==> src/rtl/quo_rem_bcd_display_if.sv <==
// Result bus between the divider-side producer and the BCD/7-segment display block.
// The producer pushes quo/rem with a one-cycle in_valid strobe; the display block
// reports status and drives the converted digits and segment patterns.
interface quo_rem_bcd_display_if #(
   parameter int WIDTH = 8
);
   logic             in_valid;
   logic [WIDTH-1:0] quo;
   logic [WIDTH-1:0] rem;
   logic             busy;
   logic             out_valid;
   logic             dropped;
   logic [11:0]      quo_bcd;
   logic [11:0]      rem_bcd;
   logic [6:0]       hex5;
   logic [6:0]       hex4;
   logic [6:0]       hex3;
   logic [6:0]       hex2;
   logic [6:0]       hex1;
   logic [6:0]       hex0;

   modport master (
      output in_valid, quo, rem,
      input  busy, out_valid, dropped, quo_bcd, rem_bcd,
      input  hex5, hex4, hex3, hex2, hex1, hex0
   );

   modport slave (
      input  in_valid, quo, rem,
      output busy, out_valid, dropped, quo_bcd, rem_bcd,
      output hex5, hex4, hex3, hex2, hex1, hex0
   );
endinterface

==> src/rtl/quo_rem_bcd_display.sv <==
// Quotient/remainder to BCD and 7-segment display driver.
// Each result is converted with a bit-serial double-dabble engine (quotient first,
// then remainder), then latched onto six digits: quotient on hex5..hex3, remainder
// on hex2..hex0. A one-deep pending slot holds a result that arrives mid-conversion.
module quo_rem_bcd_display #(
   parameter int WIDTH          = 8,
   parameter int SEG_ACTIVE_LOW = 1,
   parameter int BLANK_LZ       = 1
) (
   input  logic                          clk,
   input  logic                          rst,
   quo_rem_bcd_display_if.slave          bus
);

   typedef enum logic [1:0] {IDLE = 2'd0, CONV_Q = 2'd1, CONV_R = 2'd2, DONE = 2'd3} state_t;

   localparam logic [3:0] LAST_BIT  = 4'(WIDTH - 1);
   localparam logic [6:0] BLANK_PAT = (SEG_ACTIVE_LOW != 0) ? 7'h7F : 7'h00;

   state_t           state_r, state_s;
   logic [3:0]       cnt_r;
   logic [WIDTH-1:0] qbin_r, rbin_r;
   logic [11:0]      qbcd_r, rbcd_r;
   logic [WIDTH-1:0] pend_q_r, pend_r_r;
   logic             pend_flag_r;
   logic             dropped_r;
   logic             out_valid_r;
   logic [11:0]      quo_bcd_r, rem_bcd_r;
   logic [6:0]       hex_r [6];
   logic [6:0]       hex_s [6];
   logic             start_s, take_pend_s, pend_wr_s;
   logic [11:0]      qadj_s, radj_s;

   // Add 3 to every BCD nibble that is 5 or more, ahead of the shift.
   function automatic logic [11:0] dd_adjust(input logic [11:0] b);
      logic [11:0] r;
      r = b;
      for (int n = 0; n < 3; n++) begin
         if (r[n*4 +: 4] >= 4'd5) begin
            r[n*4 +: 4] = r[n*4 +: 4] + 4'd3;
         end else begin
            r[n*4 +: 4] = r[n*4 +: 4];
         end
      end
      return r;
   endfunction

   // Segment pattern {g,f,e,d,c,b,a} for one decimal digit, in the configured polarity.
   function automatic logic [6:0] seg_encode(input logic [3:0] d, input logic blank);
      logic [6:0] lo;
      case (d)
         4'd0:    lo = 7'h40;
         4'd1:    lo = 7'h79;
         4'd2:    lo = 7'h24;
         4'd3:    lo = 7'h30;
         4'd4:    lo = 7'h19;
         4'd5:    lo = 7'h12;
         4'd6:    lo = 7'h02;
         4'd7:    lo = 7'h78;
         4'd8:    lo = 7'h00;
         4'd9:    lo = 7'h10;
         default: lo = 7'h7F;
      endcase
      if (blank) begin
         return BLANK_PAT;
      end else if (SEG_ACTIVE_LOW != 0) begin
         return lo;
      end else begin
         return ~lo;
      end
   endfunction

   // Three-digit group with optional leading-zero blanking; units always shown.
   function automatic logic [20:0] seg_group(input logic [11:0] b);
      logic blank_h, blank_t;
      blank_h = (BLANK_LZ != 0) && (b[11:8] == 4'd0);
      blank_t = blank_h && (b[7:4] == 4'd0);
      return {seg_encode(b[11:8], blank_h), seg_encode(b[7:4], blank_t), seg_encode(b[3:0], 1'b0)};
   endfunction

   // Next-state logic and job-start decision; pending slot has priority over a new strobe.
   always_comb begin
      state_s     = state_r;
      start_s     = 1'b0;
      take_pend_s = 1'b0;
      case (state_r)
         IDLE: begin
            if (pend_flag_r) begin
               start_s     = 1'b1;
               take_pend_s = 1'b1;
               state_s     = CONV_Q;
            end else if (bus.in_valid) begin
               start_s = 1'b1;
               state_s = CONV_Q;
            end else begin
               state_s = IDLE;
            end
         end
         CONV_Q: begin
            if (cnt_r == LAST_BIT) state_s = CONV_R;
            else                   state_s = CONV_Q;
         end
         CONV_R: begin
            if (cnt_r == LAST_BIT) state_s = DONE;
            else                   state_s = CONV_R;
         end
         DONE:    state_s = IDLE;
         default: state_s = IDLE;
      endcase
      // A strobe goes to the pending slot unless it is starting a job directly.
      pend_wr_s = bus.in_valid && ((state_r != IDLE) || pend_flag_r);
   end

   // Segment patterns for both groups from the finished BCD accumulators.
   always_comb begin
      qadj_s = dd_adjust(qbcd_r);
      radj_s = dd_adjust(rbcd_r);
      {hex_s[5], hex_s[4], hex_s[3]} = seg_group(qbcd_r);
      {hex_s[2], hex_s[1], hex_s[0]} = seg_group(rbcd_r);
   end

   // FSM state register.
   always_ff @(posedge clk or posedge rst) begin
      if (rst) state_r <= IDLE;
      else     state_r <= state_s;
   end

   // Pending slot: latest strobe wins; overwriting a held entry while busy is sticky-flagged.
   always_ff @(posedge clk or posedge rst) begin
      if (rst) begin
         pend_q_r    <= '0;
         pend_r_r    <= '0;
         pend_flag_r <= 1'b0;
         dropped_r   <= 1'b0;
      end else if (pend_wr_s) begin
         pend_q_r    <= bus.quo;
         pend_r_r    <= bus.rem;
         pend_flag_r <= 1'b1;
         if ((state_r != IDLE) && pend_flag_r) dropped_r <= 1'b1;
      end else if (take_pend_s) begin
         pend_flag_r <= 1'b0;
      end
   end

   // Double-dabble engine: operand latch on start, then one bit per edge per operand.
   always_ff @(posedge clk or posedge rst) begin
      if (rst) begin
         cnt_r  <= 4'd0;
         qbin_r <= '0;
         rbin_r <= '0;
         qbcd_r <= 12'd0;
         rbcd_r <= 12'd0;
      end else if (start_s) begin
         cnt_r  <= 4'd0;
         qbin_r <= take_pend_s ? pend_q_r : bus.quo;
         rbin_r <= take_pend_s ? pend_r_r : bus.rem;
         qbcd_r <= 12'd0;
         rbcd_r <= 12'd0;
      end else if (state_r == CONV_Q) begin
         cnt_r  <= (cnt_r == LAST_BIT) ? 4'd0 : cnt_r + 4'd1;
         qbcd_r <= {qadj_s[10:0], qbin_r[WIDTH-1]};
         qbin_r <= {qbin_r[WIDTH-2:0], 1'b0};
      end else if (state_r == CONV_R) begin
         cnt_r  <= (cnt_r == LAST_BIT) ? 4'd0 : cnt_r + 4'd1;
         rbcd_r <= {radj_s[10:0], rbin_r[WIDTH-1]};
         rbin_r <= {rbin_r[WIDTH-2:0], 1'b0};
      end
   end

   // Output registers: update and pulse out_valid only on the DONE edge.
   always_ff @(posedge clk or posedge rst) begin
      if (rst) begin
         out_valid_r <= 1'b0;
         quo_bcd_r   <= 12'd0;
         rem_bcd_r   <= 12'd0;
         for (int i = 0; i < 6; i++) hex_r[i] <= BLANK_PAT;
      end else begin
         out_valid_r <= (state_r == DONE);
         if (state_r == DONE) begin
            quo_bcd_r <= qbcd_r;
            rem_bcd_r <= rbcd_r;
            for (int i = 0; i < 6; i++) hex_r[i] <= hex_s[i];
         end
      end
   end

   assign bus.busy      = (state_r != IDLE);
   assign bus.out_valid = out_valid_r;
   assign bus.dropped   = dropped_r;
   assign bus.quo_bcd   = quo_bcd_r;
   assign bus.rem_bcd   = rem_bcd_r;
   assign bus.hex5      = hex_r[5];
   assign bus.hex4      = hex_r[4];
   assign bus.hex3      = hex_r[3];
   assign bus.hex2      = hex_r[2];
   assign bus.hex1      = hex_r[1];
   assign bus.hex0      = hex_r[0];

endmodule
==> src/flat_wrapper.sv <==
// flat-port wrapper written by rule: the top's interface ports become plain ports
module quo_rem_bcd_display_flat 
#(
   parameter int WIDTH          = 8,
   parameter int SEG_ACTIVE_LOW = 1,
   parameter int BLANK_LZ       = 1
)
  (clk, rst, bus_in_valid, bus_quo, bus_rem, bus_busy, bus_out_valid, bus_dropped, bus_quo_bcd, bus_rem_bcd, bus_hex5, bus_hex4, bus_hex3, bus_hex2, bus_hex1, bus_hex0);
  quo_rem_bcd_display_if #(.WIDTH(WIDTH)) bus_i ();
  input  logic clk;
  input  logic rst;
  input wire logic [$bits(bus_i.in_valid)-1:0] bus_in_valid;
  input wire logic [$bits(bus_i.quo)-1:0] bus_quo;
  input wire logic [$bits(bus_i.rem)-1:0] bus_rem;
  output wire logic [$bits(bus_i.busy)-1:0] bus_busy;
  output wire logic [$bits(bus_i.out_valid)-1:0] bus_out_valid;
  output wire logic [$bits(bus_i.dropped)-1:0] bus_dropped;
  output wire logic [$bits(bus_i.quo_bcd)-1:0] bus_quo_bcd;
  output wire logic [$bits(bus_i.rem_bcd)-1:0] bus_rem_bcd;
  output wire logic [$bits(bus_i.hex5)-1:0] bus_hex5;
  output wire logic [$bits(bus_i.hex4)-1:0] bus_hex4;
  output wire logic [$bits(bus_i.hex3)-1:0] bus_hex3;
  output wire logic [$bits(bus_i.hex2)-1:0] bus_hex2;
  output wire logic [$bits(bus_i.hex1)-1:0] bus_hex1;
  output wire logic [$bits(bus_i.hex0)-1:0] bus_hex0;
  assign bus_i.in_valid = bus_in_valid;
  assign bus_i.quo = bus_quo;
  assign bus_i.rem = bus_rem;
  assign bus_busy = bus_i.busy;
  assign bus_out_valid = bus_i.out_valid;
  assign bus_dropped = bus_i.dropped;
  assign bus_quo_bcd = bus_i.quo_bcd;
  assign bus_rem_bcd = bus_i.rem_bcd;
  assign bus_hex5 = bus_i.hex5;
  assign bus_hex4 = bus_i.hex4;
  assign bus_hex3 = bus_i.hex3;
  assign bus_hex2 = bus_i.hex2;
  assign bus_hex1 = bus_i.hex1;
  assign bus_hex0 = bus_i.hex0;
  quo_rem_bcd_display #(.WIDTH(WIDTH), .SEG_ACTIVE_LOW(SEG_ACTIVE_LOW), .BLANK_LZ(BLANK_LZ)) u_core (.clk(clk), .rst(rst), .bus(bus_i));
endmodule
==> config.mk <==
export PLATFORM = sky130hd
export DESIGN_NAME = quo_rem_bcd_display_flat
export DESIGN_NICKNAME = d
export VERILOG_FILES = /design/src/rtl/quo_rem_bcd_display_if.sv /design/src/rtl/quo_rem_bcd_display.sv /design/src/flat_wrapper.sv
export SDC_FILE = /design/constraint.sdc
export NUM_CORES = 1
export LEC_CHECK = 0
export ABC_AREA = 0
export CAP_MARGIN = 0
export CORE_ASPECT_RATIO = 1.1
export CORE_MARGIN = 1.5
export CORE_UTILIZATION = 55
export CTS_BUF_LIST = sky130_fd_sc_hd__clkbuf_4
export DETAILED_ROUTE_END_ITERATION = 10
export PLACE_DENSITY = 0.79
export SYNTH_ARGS = -nofsm -noshare
export SYNTH_HDL_FRONTEND = slang
export SYNTH_SLANG_ARGS = --single-unit
==> constraint.sdc <==
create_clock -name clk -period 5.12 [get_ports clk]
set_input_delay 1.024 -clock clk [delete_from_list [all_inputs] [get_ports clk]]
set_output_delay 1.024 -clock clk [all_outputs]
set_load 0.01 [all_outputs]
After elaboration in Yosys (flattened, before gate mapping)
Memories as Yosys holds them, arrays and structs flattened. A register that Yosys moved wholly into a read port is not among the register bits.
Index checks and enable logic that the tools add are counted.
- $add $sub $neg: 7
- magnitude comparators: 6
- equal/unequal tests: 5
- muxes and demuxes: 38
- reduce and logical (&&, ||, !) cells: 17
- operator list (kind ; count):
    $mux 12 ; 5
    $mux 8 ; 7
    $mux 4 ; 8
    $mux 7 ; 4
    $ge 4x3->1 const B ; 6
    $add 4x2->4 const B ; 4
    $logic_not 4->1 ; 4
    $mux 1 ; 9
    $pmux 2 s4 ; 1
    $reduce_bool 2->1 ; 4
    $add 3x2->3 const B ; 2
    $mux 3 ; 2
    $add 4x1->4 const B ; 1
    $eq 2x2->1 const B ; 2
    $eq 4x3->1 const B ; 1
    $logic_and 1x1->1 ; 4
    $mux 2 ; 2
    $reduce_and 2->1 ; 2
    $reduce_bool 3->1 ; 1
    $eq 2x1->1 const B ; 1
    $logic_not 2->1 ; 1
    $ne 2x1->1 const B ; 1
    $logic_or 1x1->1 ; 1
- register bits after elaboration: 117
- bits in read-only memories: 672
- input bits: 19
- output and inout bits: 69
- word-level logic and storage cells: 96
- memories: 6
- memories (name ; words ; bits a word ; rd ports ; clocked after memory_dff ; wr ports ; line ; RTL):
    (name not given) ; 16 ; 7 ; 1 ; 0 ; 0 ; quo_rem_bcd_display.sv:51 ; case (d)
    (name not given) ; 16 ; 7 ; 1 ; 0 ; 0 ; quo_rem_bcd_display.sv:51 ;
    (name not given) ; 16 ; 7 ; 1 ; 1 ; 0 ; quo_rem_bcd_display.sv:51 ;
    (name not given) ; 16 ; 7 ; 1 ; 0 ; 0 ; quo_rem_bcd_display.sv:51 ;
    (name not given) ; 16 ; 7 ; 1 ; 0 ; 0 ; quo_rem_bcd_display.sv:51 ;
    (name not given) ; 16 ; 7 ; 1 ; 1 ; 0 ; quo_rem_bcd_display.sv:51 ;

Longest topological paths before layout
Gate-level depths: netlist of the first run.
- depth after elaboration: 5
- mapped depth: 7
- gate-level depth less buffers: 6

Worst setup path before layout of the first run
OpenSTA, ideal clock, no wires.
- path type: input-to-reg
- start point: in bus_in_valid
- end point: reg u_core.rbin_r[1]
- data arrival time: 1908 ps
- slack: 3087 ps
- stages: 4
- path buffers: 1
- cells stage by stage: o21a_1 o21bai_1 buf_4 mux2_2
- word-level cells in the longest chain between the ends: 5
- RTL lines (item ; line ; RTL):
    start: declaration ; flat_wrapper.sv:12 ; input wire logic [$bits(bus_i.in_valid)-1:0] bus_in_valid;
    $mux 1 * ; quo_rem_bcd_display.sv:92 ; end else if (bus.in_valid) begin
    $mux 1 * ; quo_rem_bcd_display.sv:88 ; if (pend_flag_r) begin
    $mux 1 * ; quo_rem_bcd_display.sv:86 ; case (state_r)
    $ne 2x1->1 (no source line) or $reduce_bool 2->1 (tied branches) ; - ;
    $reduce_and 2->1 (no source line) ; - ;
    end signal: assignment ; quo_rem_bcd_display.sv:156 ; rbin_r <= take_pend_s ? pend_r_r : bus.rem;
    end signal: assignment ; quo_rem_bcd_display.sv:166 ; rbin_r <= {rbin_r[WIDTH-2:0], 1'b0};
    end: declaration ; quo_rem_bcd_display.sv:22 ; logic [WIDTH-1:0] qbin_r, rbin_r;
Mark *: on every way between the ends. The rest lies on a longest branch, timed or not.
A chain may end at the register's enable or synchronous reset.

Worst setup path after layout of the first run
- start point: reg u_core.state_r[0]
- end point: out bus_busy
- word-level cells in the longest chain between the ends: 1
- RTL lines (item ; line ; RTL):
    start: declaration ; quo_rem_bcd_display.sv:20 ; state_t state_r, state_s;
    start signal: assignment ; quo_rem_bcd_display.sv:125 ; else state_r <= state_s;
    $reduce_bool 2->1 ; quo_rem_bcd_display.sv:187 ; assign bus.busy = (state_r != IDLE);
    end: declaration ; flat_wrapper.sv:15 ; output wire logic [$bits(bus_i.busy)-1:0] bus_busy;
Every way passes these cells.

==> metrics, run 1 <==
Mean Syn Cell Area 10.47 um^2; GRT overflow 0; setup violators final 0; DIE AREA 12,860 um^2; area delta synth->final 17.44%; Worst EP required 4.10 ns; largest net degree at the start of global routing 79; DR vias about 5,000; reg2reg end u_core.qbcd_r[10]; PwrDens 569.2 nW/um^2; fin area slightly below 8000 um^2; dominant cells by area after synthesis dfrtp_1, dfstp_2, mux2_2; CP Capture Type output pin; final cell count without fillers 880; hold bufs inserted after CTS 0; # DRC 0; Clock Sinks between 100 and 150; Final Hold Fails 0; Net Count, Synth 695; post-route minimum period between 3 and 4 ns; worst reg-to-reg setup slack 2.28 ns; layout cell share with drive strength beyond 1 17.79%; synth cell count leaders dfrtp_1, o21ai_0, nand2_1, mux2_2, dfstp_2; leading area contributor after synthesis dfrtp_1; post-synth top area share 33.23%; DP Area 7632 um^2; hold endpoint u_core.bus.hex5[5]; Skew-Pair Late Insertion Delay 0.54 ns; fillers 969; CP Class reg -> out; fmax 0.3034 GHz; cell with the most instances after synthesis dfrtp_1; DRT iter0 DRCs 422; number of global-route vias before repair 4,853; vias per cell 5.717; post-route clock skew 0.01678 ns; HP Start u_core.bus.hex5[5]; CTS tree built; unrepaired setup endpoints after global routing false; first-pass GRT wire length 23,000 um; Hold Path Stages 2; Post-CTS Resized 0; CTS Buffer Depth 2; H-tree depth 4; Slew @ Worst Pin 1.109 ns; ys flop type dfrtp_1; Unique masters post-synth 53; Die H 118.8 um; antenna violations before repair 1; GP Congestion about 0.88; IO Pins 88; # rows 42; setup_tns 0 ns; worst min-delay path class reg -> reg; VDD IR-drop max 0.3456 mV; final WL around 13,000 um; critical path data arrival time ~2.3 ns; total track usage between 20 and 25%; Gate Count Post-Synth 640; dpl cells 847; max-cap violations 0; Synth Warn # 0; Setup Buffers After CTS 0; sequential element share of the synthesized area 49.69%; post-synth design cell area 6703 um^2; status complete, no violations; Slew headroom 26.04%; Slew Viols, Final 0; drt first pass iters 5; Pleak 3.265 nW; Worst-path clk slew between 0.1 and 0.15 ns; root buf cell clkbuf_4; CTS Buf Count 17; HPWL Detailed 9379 um; area of the core around 12,000 um^2; antenna viol nets, final 0; port bufs 87; final period utilization 64.38%; Synth Register Bits ~130; starting density of the core 55.94%; Total Nets Final 767; CP Launch Type flip-flop; count of flip-flops with a built-in enable after synthesis 0; Die X 108.3 um; worst-path fanout max 13; WL/cell 15.25 um; share of synthesized registers carrying an async set or reset 100.0%; worst reg2reg path depth 5
-- placed cells by master, fill, tap and decap left out, types with 35 or more instances in the layout --
cell type,count
nand2_1,49
a21oi_1,37
nor2_1,40
dfstp_2,42
dfrtp_1,89
clkdlybuf4s50_1,87
mux2_2,48
o21ai_0,60
inv_1,38
ha_1,35
-- flip-flops by register name (all words and copies together), names as in the netlist, named ones only --
register	cells
u_core.cnt_r	4
u_core.bus.hex3	7
u_core.bus.rem_bcd	12
u_core.bus.out_valid	1
u_core.bus.hex0	7
u_core.pend_flag_r	1
u_core.bus.hex1	7
u_core.bus.hex4	7
u_core.qbin_r	8
u_core.pend_q_r	8
u_core.state_r	1
u_core.rbcd_r	12
u_core.bus.hex5	7
u_core.pend_r_r	8
u_core.qbcd_r	12
u_core.rbin_r	8
u_core.bus.dropped	1
u_core.bus.quo_bcd	12
u_core.bus.hex2	7
-- kinds of logic after synthesis --
logic type | share of synthesized area [%]
multiplexers | 10.75
AND/OR/NAND/NOR | 9.147
flip-flops | 49.69
XOR/XNOR | 0.9147
buffers and inverters | 4.984
AO/OA/AOI/OAI | 17.64
adder cells (fa/ha/maj) | 6.869
-- per-layer routing --
metal,share of wire (%),track usage (%),vias to the layer above
met1,45,29.66,2439
met2,50,36.67,124
li1,-,-,2443
met3,3.9,4.357,25
met4,1.8,7.566,0
met5,0,0,-
-- worst max-delay path, stage by stage, from the launching register on --
cell	delay [ns]
dfrtp_1	0.46
inv_1	0.12
ha_1	0.42
inv_1	0.22
clkdlybuf4s50_1	0.53
-- worst max-delay path by stage --
stage,to,slack (ns),startpoint,cells after the start
2_1_floorplan,async pin,0.67,rst,1
3_3_place_gp,u_core.rbin_r[2],2.05,bus_in_valid,6
3_5_place_dp,u_core.rbin_r[4],2.02,bus_in_valid,6
4_1_cts,bus_busy,1.80,u_core.state_r[0],4
5_1_grt,bus_busy,1.68,u_core.state_r[0],4
6_report,bus_busy,1.82,u_core.state_r[0],4
-- metrics by stage --
stage               setup WS, ns  hold WS (ns)  util, %  power, W
floorplan                 0.6678        0.4686        -  0.003117
global placement           2.054        0.4569    63.70  0.003778
detailed placement         2.016        0.4571    63.70  0.003892
CTS                        1.797        0.4806    65.67  0.004498
global route               1.675        0.5030    65.70  0.004810
finish                     1.824        0.4737    65.70  0.004480
-- where the power goes --
part	internal, W	switching (W)
logic	0.00101	0.000974
clock network	0.000239	0.000364
registers	0.00154	0.000346
total	0.00280	0.00168
-- area by class of cell --
type | instances | area, um^2 | area share (%)
antenna | 1 | 2.502 | 0.03179
clock buffer | 19 | 142.6 | 1.812
clock inverter | 13 | 93.84 | 1.192
inverter | 40 | 152.6 | 1.939
multi-input combinational | 429 | 3040 | 38.63
sequential | 131 | 3331 | 42.31
tap | 154 | 192.7 | 2.448
timing repair buffer | 93 | 915.9 | 11.64
Note: power is estimated with default switching activity, not from simulation.
==> run 2, diff against run 1 <==
CORE_UTILIZATION = 52   (was 55)
PLACE_DENSITY = 0.78   (was 0.79)
clock period = 2.87 ns   (was 5.12 ns; I/O delays follow)
==> metrics, run 2 (synthesized netlist as in run 1, its figures left out) <==
status complete, no violations (unchanged); Critical Path Most Common Cell inv_1 (unchanged); HPWL Detailed 9375 um (was 9379 um); CP bufs+invs 3 (unchanged); DRT iter0 DRCs 320 (was 422); CTS Buf Count 17 (unchanged); port bufs 87 (unchanged); reg2reg end u_core.pend_q_r[6] (was u_core.qbcd_r[10]); Die H 122.1 um (was 118.8 um); Slew Viols, Final 0 (unchanged); HP Start u_core.bus.hex2[5] (was u_core.bus.hex5[5]); Slew @ Worst Pin 0.6649 ns (was 1.109 ns); commonest cells after routing, fill and taps aside dfrtp_1, clkdlybuf4s50_1, o21ai_0, nand2_1, mux2_2 (unchanged); WL/cell 15.10 um (was 15.25 um); area of the core 12,590 um^2 (was 11,980 um^2); area delta synth->final 20.25% (was 17.44%); worst reg2reg path depth 6 (was 5); max-cap violations 0 (unchanged); layout cell share with drive strength beyond 1 18.66% (was 17.79%); # DRC 0 (unchanged); Final Hold Fails 0 (unchanged); Stages on worst setup path 4 (unchanged); Skew-Pair Late Insertion Delay 0.52 ns (was 0.54 ns); first-pass GRT wire length 22,870 um (was 23,000 um); critical path data arrival time 2.07 ns (was 2.27 ns); antenna viol nets, final 0 (unchanged); Worst EP required 2.30 ns (was 4.10 ns); Slowest-stage cell, CP clkdlybuf4s50_1 (unchanged); # diodes 0 (was 1); Reg area 3332 um^2 (was 3331 um^2); commonest non-fill, non-tap cell in the layout dfrtp_1 (unchanged); hold endpoint u_core.bus.hex2[5] (was u_core.bus.hex5[5]); Pleak 3.347 nW (was 3.265 nW); Slew headroom 55.67% (was 26.04%); Final Hold Slack 0.4781 ns (was 0.4737 ns); multi-input logic area 3043 um^2 (was 3040 um^2); CTS tree built (unchanged); # rows 43 (was 42); hold bufs inserted after CTS 0 (unchanged); starting density of the core 53.24% (was 55.94%); vias per cell 5.664 (was 5.717); DR vias 5,018 (was 5,031); post-route clock skew 0.01638 ns (was 0.01678 ns); worst reg-to-reg setup slack 0.75 ns (was 2.28 ns); final WL 13,380 um (was 13,420 um); largest net degree at the start of global routing 132 (was 79); Total Nets Final 771 (was 767); Setup Buffers After CTS 0 (unchanged); delay-heaviest family, CP buffers and inverters (unchanged); CP Class reg -> out (unchanged); antenna violations before repair 0 (was 1); total track usage 20.39% (was 22.38%); H-tree depth 4 (unchanged); DIE AREA 13,580 um^2 (was 12,860 um^2); fillers 1,032 (was 969); Clock Sinks 131 (unchanged); worst min-delay path class reg -> reg (unchanged); CP Launch Type flip-flop (unchanged); setup violators final 0 (unchanged); setup_tns 0 ns (unchanged); Die X 111.3 um (was 108.3 um); root buf cell clkbuf_4 (unchanged); CP Capture Type output pin (unchanged); crit-path max cell delay 0.51 ns (was 0.53 ns); CTS Buffer Depth 2 (unchanged); number of global-route vias before repair 4,856 (was 4,853); fmax 0.3783 GHz; unrepaired setup endpoints after global routing false (unchanged); drt first pass iters 7 (was 5); worst-path fanout max 13 (unchanged); GP Congestion 0.8750 (was 0.8791); Hold Path Stages 2 (unchanged); VDD IR-drop max 0.5049 mV (was 0.3456 mV); IO Pins 88 (unchanged); Worst-path clk slew 0.10 ns (was 0.11 ns); final period utilization 92.10%; PwrDens 1048 nW/um^2 (was 569.2 nW/um^2); GRT overflow 0 (unchanged); crit-path cells inv_1, ha_2, inv_1, clkdlybuf4s50_1 (was inv_1, ha_1, inv_1, clkdlybuf4s50_1); post-route minimum period 2.643 ns
-- run 2: cell count changes in the layout (fill, tap and decap cells not counted), moves of 2 or more --
cell	before	now
clkinv_2	3	0
clkinv_4	0	2
clkbuf_4	19	17
buf_12	0	2
buf_4	6	8
bufinv_16	1	6
-- run 2: worst max-delay path by stage --
stage / start / to
finish: flip-flop / bus_busy
global route: u_core.state_r[0] / bus_busy
CTS: flip-flop / bus_busy
detailed placement: flip-flop / u_core.pend_q_r[0]
global placement: u_core.state_r[0] / bus_busy
floorplan: rst / async pin
-- run 2: where the power goes --
part / total [W] / switching (W) / internal (W)
Combinational: 0.00354 / 0.00172 / 0.00183
Sequential: 0.00338 / 0.000618 / 0.00276
Clock: 0.00153 / 0.000669 / 0.000860
-- run 2: through the flow --
stage               instances  total power, W  utilization [%]  setup slack, ns  instance area [um^2]
floorplan                 640        0.005562                -           0.7071                  6706
global placement          854        0.006785            61.10           0.7004                  7692
detailed placement        854        0.006957            61.10           0.5978                  7692
CTS                       886        0.008508            63.99          0.03569                  8056
global route              886        0.009068            64.02          0.05337                  8060
finish                    886        0.008447            64.02           0.2267                  8060
-- run 2: what timing repair did --
| item | in CTS | in global routing |
|---|---|---|
| resized for setup | 0 | 2 |
| setup endpoints to repair | 0 | 1 |
| endpoints found under the hold margin | 0 | 0 |
-- run 2: final cells by class --
cell class / count / share of cell area, %
clock buffer: 17 / 1.583
clock inverter: 15 / 2.934
inverter: 40 / 1.909
multi-input combinational: 429 / 37.75
sequential: 131 / 41.34
tap: 157 / 2.437
timing repair buffer: 97 / 12.05
-- run 2: routing by layer --
layer | GRT usage [%] | vias to the layer above | part of all wire [%]
met1 | 26.44 | 2457 | 45
met3 | 3.632 | 10 | 3.5
met2 | 35.05 | 99 | 50
li1 | - | 2452 | -
met5 | 0 | - | 0
met4 | 6.408 | 0 | 0.81
-- run 2: worst min-delay path: stages (launching register included) --
cell and delay, ns:
dfstp_2 0.38, inv_1 0.04, o21ai_0 0.06
